[src/rtl/tap_scan_sequencer.sv]
// Host-side JTAG scan engine: turns IR/DR/reset commands into TMS/TDI walks
// that start and end in Run-Test/Idle, capturing TDO into the response.
module tap_scan_sequencer #(
  parameter int MAX_LEN = 32,
  parameter int LEN_W   = 6
) (
  input  logic               tclk,
  input  logic               trst,
  input  logic               cmd_valid,
  output logic               cmd_ready,
  input  logic               cmd_reset,
  input  logic               cmd_ir,
  input  logic [LEN_W-1:0]   cmd_len,
  input  logic [MAX_LEN-1:0] cmd_data,
  output logic               rsp_valid,
  output logic               rsp_err,
  output logic [MAX_LEN-1:0] rsp_data,
  output logic               busy,
  output logic               tms,
  output logic               tdi,
  input  logic               tdo
);

  localparam int CNT_W = LEN_W + 1;
  localparam int IDX_W = (MAX_LEN > 1) ? $clog2(MAX_LEN) : 1;

  typedef enum logic [2:0] {RST_SEQ, IDLE, PRE, SHIFT, POST, ERR} state_t;

  state_t             state, state_n;
  logic [CNT_W-1:0]   cnt, cnt_n;
  logic [CNT_W-1:0]   len_q, len_n;
  logic               ir_q, ir_n;
  logic               rcmd_q, rcmd_n;
  logic [MAX_LEN-1:0] sh_q, sh_n;
  logic [MAX_LEN-1:0] cap_q, cap_n;
  logic [MAX_LEN-1:0] rsp_data_n;
  logic               tms_n, tdi_n, rsp_valid_n, rsp_err_n;
  logic [CNT_W-1:0]   cmd_len_x;
  logic [CNT_W-1:0]   pre_last;
  logic               len_bad;

  assign cmd_ready = (state == IDLE);
  assign busy      = (state != IDLE);
  assign cmd_len_x = CNT_W'(cmd_len);
  assign len_bad   = (cmd_len_x == '0) || (cmd_len_x > CNT_W'(MAX_LEN));
  // IR walk visits Select-IR, so its preamble is one element longer
  assign pre_last  = ir_q ? CNT_W'(3) : CNT_W'(2);

  always_comb begin
    state_n     = state;
    cnt_n       = cnt;
    len_n       = len_q;
    ir_n        = ir_q;
    rcmd_n      = rcmd_q;
    sh_n        = sh_q;
    cap_n       = cap_q;
    rsp_data_n  = rsp_data;
    tms_n       = 1'b0;
    tdi_n       = 1'b0;
    rsp_valid_n = 1'b0;
    rsp_err_n   = 1'b0;
    case (state)
      RST_SEQ: begin
        if (cnt < CNT_W'(4)) begin
          cnt_n = cnt + CNT_W'(1);
          tms_n = 1'b1;
        end else if (cnt == CNT_W'(4)) begin
          cnt_n = CNT_W'(5);
        end else begin
          state_n = IDLE;
          cnt_n   = '0;
          rcmd_n  = 1'b0;
          if (rcmd_q) begin
            rsp_valid_n = 1'b1;
            rsp_data_n  = '0;
          end
        end
      end
      IDLE: begin
        if (cmd_valid) begin
          cnt_n = '0;
          if (cmd_reset) begin
            state_n = RST_SEQ;
            rcmd_n  = 1'b1;
            tms_n   = 1'b1;
          end else if (len_bad) begin
            state_n = ERR;
          end else begin
            state_n = PRE;
            len_n   = cmd_len_x;
            ir_n    = cmd_ir;
            sh_n    = cmd_data;
            cap_n   = '0;
            tms_n   = 1'b1;
          end
        end
      end
      PRE: begin
        if (cnt < pre_last) begin
          cnt_n = cnt + CNT_W'(1);
          tms_n = ir_q && (cnt == '0);
        end else begin
          state_n = SHIFT;
          cnt_n   = '0;
          tms_n   = (len_q == CNT_W'(1));
          tdi_n   = sh_q[0];
          sh_n    = sh_q >> 1;
        end
      end
      SHIFT: begin
        cap_n[cnt[IDX_W-1:0]] = tdo;
        if ((cnt + CNT_W'(1)) < len_q) begin
          cnt_n = cnt + CNT_W'(1);
          tms_n = ((cnt + CNT_W'(2)) == len_q);
          tdi_n = sh_q[0];
          sh_n  = sh_q >> 1;
        end else begin
          state_n = POST;
          cnt_n   = '0;
          tms_n   = 1'b1;
        end
      end
      POST: begin
        if (cnt == '0) begin
          cnt_n = CNT_W'(1);
        end else begin
          state_n     = IDLE;
          cnt_n       = '0;
          rsp_valid_n = 1'b1;
          rsp_data_n  = cap_q;
        end
      end
      ERR: begin
        state_n     = IDLE;
        rsp_valid_n = 1'b1;
        rsp_err_n   = 1'b1;
        rsp_data_n  = '0;
      end
      default: begin
        state_n = RST_SEQ;
        cnt_n   = '0;
        tms_n   = 1'b1;
      end
    endcase
  end

  always_ff @(posedge tclk) begin
    if (!trst) begin
      state     <= RST_SEQ;
      cnt       <= '0;
      rcmd_q    <= 1'b0;
      tms       <= 1'b1;
      tdi       <= 1'b0;
      rsp_valid <= 1'b0;
      rsp_err   <= 1'b0;
      rsp_data  <= '0;
    end else begin
      state     <= state_n;
      cnt       <= cnt_n;
      rcmd_q    <= rcmd_n;
      tms       <= tms_n;
      tdi       <= tdi_n;
      rsp_valid <= rsp_valid_n;
      rsp_err   <= rsp_err_n;
      rsp_data  <= rsp_data_n;
    end
  end

  // command operands and capture buffer are only read inside a running scan
  always_ff @(posedge tclk) begin
    len_q <= len_n;
    ir_q  <= ir_n;
    sh_q  <= sh_n;
    cap_q <= cap_n;
  end

endmodule

[config.mk]
export PLATFORM = sky130hd
export DESIGN_NAME = tap_scan_sequencer
export DESIGN_NICKNAME = d
export VERILOG_FILES = /design/src/rtl/tap_scan_sequencer.sv
export SDC_FILE = /design/constraint.sdc
export NUM_CORES = 1
export LEC_CHECK = 0
export ABC_CLOCK_PERIOD_IN_PS = 13600
export CORE_UTILIZATION = 25
export CTS_BUF_LIST = sky130_fd_sc_hd__clkbuf_4 sky130_fd_sc_hd__clkbuf_8
export DETAILED_ROUTE_END_ITERATION = 16
export PLACE_DENSITY = 0.54
export SLEW_MARGIN = 20
export SYNTH_ARGS = -nofsm -noshare
export SYNTH_HDL_FRONTEND = slang
export SYNTH_SLANG_ARGS = --single-unit
[constraint.sdc]
create_clock -name tclk -period 13.6 [get_ports tclk]
set_input_delay 2.72 -clock tclk [delete_from_list [all_inputs] [get_ports tclk]]
set_output_delay 2.72 -clock tclk [all_outputs]
set_load 0.01 [all_outputs]
==> run summary <==
Leading cell type in the layout, fill and taps excluded: nand2_1
DRC violations left: 0
Commonest non-fill, non-tap cells in the layout: nand2_1, clkdlybuf4s50_1, edfxtp_1
Share of cells above drive strength 1: 0.135
Worst-Margin Slew: 0.920 ns
RSZ-0062 raised after global routing: no
Hold Path Depth: 2
WHS: 0.447 ns
N_diodes: 0
Cell-internal power: 0.659 mW
Register bit total from synthesis: 118
Max-cap viol count: 0
Register area: 3070 µm²
Die area: 23700 µm²
Fillers: 2353
Clock latency at the later pin of the worst-skew pair: 0.44 ns
Req. time, crit path: 10.88 ns
Clock share of power: 0.338
Core area: 22600 µm²
Ports: 82
Worst endpoint data arrival time: 2.22 ns
Die Span Y: 154 µm
Mapped Avg Cell Area: 10.0 µm²
Root buf cell: clkbuf_8
Logic gate share of total power: 0.190
Drt pass-1 iters: 5
Vias post-DR: 4312
Num CTS Buffers: 17
Hold path startpoint: rsp_data[15]
Synth top area cells: edfxtp_1, dfxtp_1, nand2_1
Post-DRT Antenna Nets: 0
Routed length per placed instance: 14.0 µm
Clock-pin slew of the registers on the worst-case setup and hold paths: 0.07 ns
Reg2reg path depth: 10
CP max FO: 13
RR Endpoint: sh_q[0]
P_sw: 0.285 mW
WS Path Type: flip-flop to output pin
Initial core utilization: 0.255
GP Congestion: 0.788
Switching Fraction: 0.302
Synth top area share: 0.369
Hold Buf Count CTS: 0
I/O Buffers: 81
Worst Skew: 0.0133 ns
Max Buffers Root-to-Sink: 2
Initial antenna violation count: 0
Status: finished clean
Slew Limit Fails: 0
Hold WC Path Type: flip-flop to flip-flop
Final setup viols: 0
# Post-CTS Setup Buffers: 0
Initial drt markers: 332
Sequential area share after synthesis: 0.532
GRT overflow: 0
CTS tree: built
Fin crit share: 0.363
Sequential share of power: 0.472
Chip width: 154 µm
Leak: 2.49 nW
Gate Count Post-Synth: 577
H-tree levels: 4
Largest net degree at the start of global routing: 50
Vias per cell: 4.59
FMAX: 203 MHz
CTS sink count: 118
Ys async rst share: 0
CP Capture Type: output pin
Slew headroom: 0.387
Primary FF master, synth: edfxtp_1
Yosys cell types: 57
Flop2flop setup slack: 9.92 ns
Vias in the first global route: 4171
Post-layout min period: 4.94 ns
Rows: 55
First-pass GRT wire length: 21700 µm
DPL Wire Length: 8730 µm
Setup_tns: 0 ns
Pwr dens: 132 nW/µm²
Yosys top cell by area: edfxtp_1
Critical path startpoint category: flip-flop
Post-CTS sizing: 0
Endpoints failing hold: 0
Final #Nets: 698
Post-Synthesis Net Count: 634
VDD IR max: 0.0658 mV
Number of synthesized flops with an enable pin: 71
Worst r2r src: cnt[0]
Post-Route WL: 13200 µm
Multi-input gate area: 2450 µm²
GRT Total Usage: 0.116
Synth Cell Area: 5770 µm²
Synthesis Warnings: 0
Worst Hold Path EP: rsp_data[15]
Syn-to-layout area delta: 24.2%
## layer usage
metal / track usage / wire, µm
met1: 0.157 / 6550
met2: 0.174 / 5690
met3: 0.0395 / 821
met4: 0.0376 / 118
met5: 0 / 0
## layout make-up
| cell class | count | share of cell area |
|---|---|---|
| clock buffer | 19 | 0.0365 |
| clock inverter | 13 | 0.0178 |
| inverter | 13 | 0.00680 |
| multi-input combinational | 404 | 0.342 |
| sequential | 118 | 0.428 |
| tap | 285 | 0.0497 |
| timing repair buffer | 87 | 0.119 |
## worst max-delay path, cell delays in order (launching register included)
cell and delay (ns):
dfxtp_1 0.60, nand2b_1 0.24, nand2b_1 0.27, inv_1 0.13, clkdlybuf4s50_1 0.55
## synthesized netlist by cell type (3+ instances only)
master and count:
a21oi_1 38, mux2_2 32, buf_2 6, nor2b_1 4
buf_6 8, inv_1 13, o21ai_0 22, nand2_1 108
dfxtp_1 47, nor2_1 26, nand4_1 4, nand3_1 67
o21ai_1 22, and2_1 3, nand2b_1 3, xnor2_1 9
mux2i_1 7, ha_1 13, edfxtp_1 71, clkbuf_1 26
nor3_1 5
## logic make-up after synthesis
logic type / after synthesis / synth area share
mux: 39 / 0.0745
xor+xnor: 12 / 0.0195
fa+ha+maj: 13 / 0.0282
simple gates: 240 / 0.198
buf+inv: 55 / 0.0481
flops: 118 / 0.532
compound gates: 100 / 0.0999
## stage by stage
step	setup slack [ns]	util	std cells	power (mW)	area (µm²)
6_report	8.66	0.317	939	0.945	7170
5_1_grt	8.50	0.317	939	0.995	7170
4_1_cts	8.67	0.317	939	0.958	7170
3_5_place_dp	8.38	0.300	907	0.633	6780
3_3_place_gp	8.39	0.300	907	0.634	6780
2_1_floorplan	7.06	-	577	0.567	5770
## power by group through the flow
| stage | Clock [mW] | Combinational, mW | Sequential (mW) |
|---|---|---|---|
| final | 0.320 | 0.179 | 0.446 |
| after global routing | 0.346 | 0.198 | 0.451 |
| after CTS | 0.331 | 0.181 | 0.446 |
| after detailed placement | 0 | 0.180 | 0.453 |
| after global placement | 0 | 0.180 | 0.454 |
| after floorplan | 0 | 0.125 | 0.442 |
## how the worst max path moves through the flow
stage | from | endpoint | slack [ns] | depth (start not counted)
final | state[0] | cmd_ready | 8.66 | 4
after global routing | state[0] | cmd_ready | 8.50 | 4
after CTS | state[0] | cmd_ready | 8.67 | 4
after detailed placement | cmd_len[0] | cap_q[29] | 8.38 | 5
after global placement | cmd_len[0] | cap_q[1] | 8.39 | 5
after floorplan | cmd_len[0] | sh_q[0] | 7.06 | 5
## state kept, by name (all words and copies together), names as in the netlist
name / cells
ir_q: 1
state: 3
cap_q: 32
rsp_data: 32
sh_q: 32
rsp_valid: 1
cnt: 7
tms: 1
rcmd_q: 1
len_q: 6
rsp_err: 1
tdi: 1
Power figures use the tool's default switching activity.
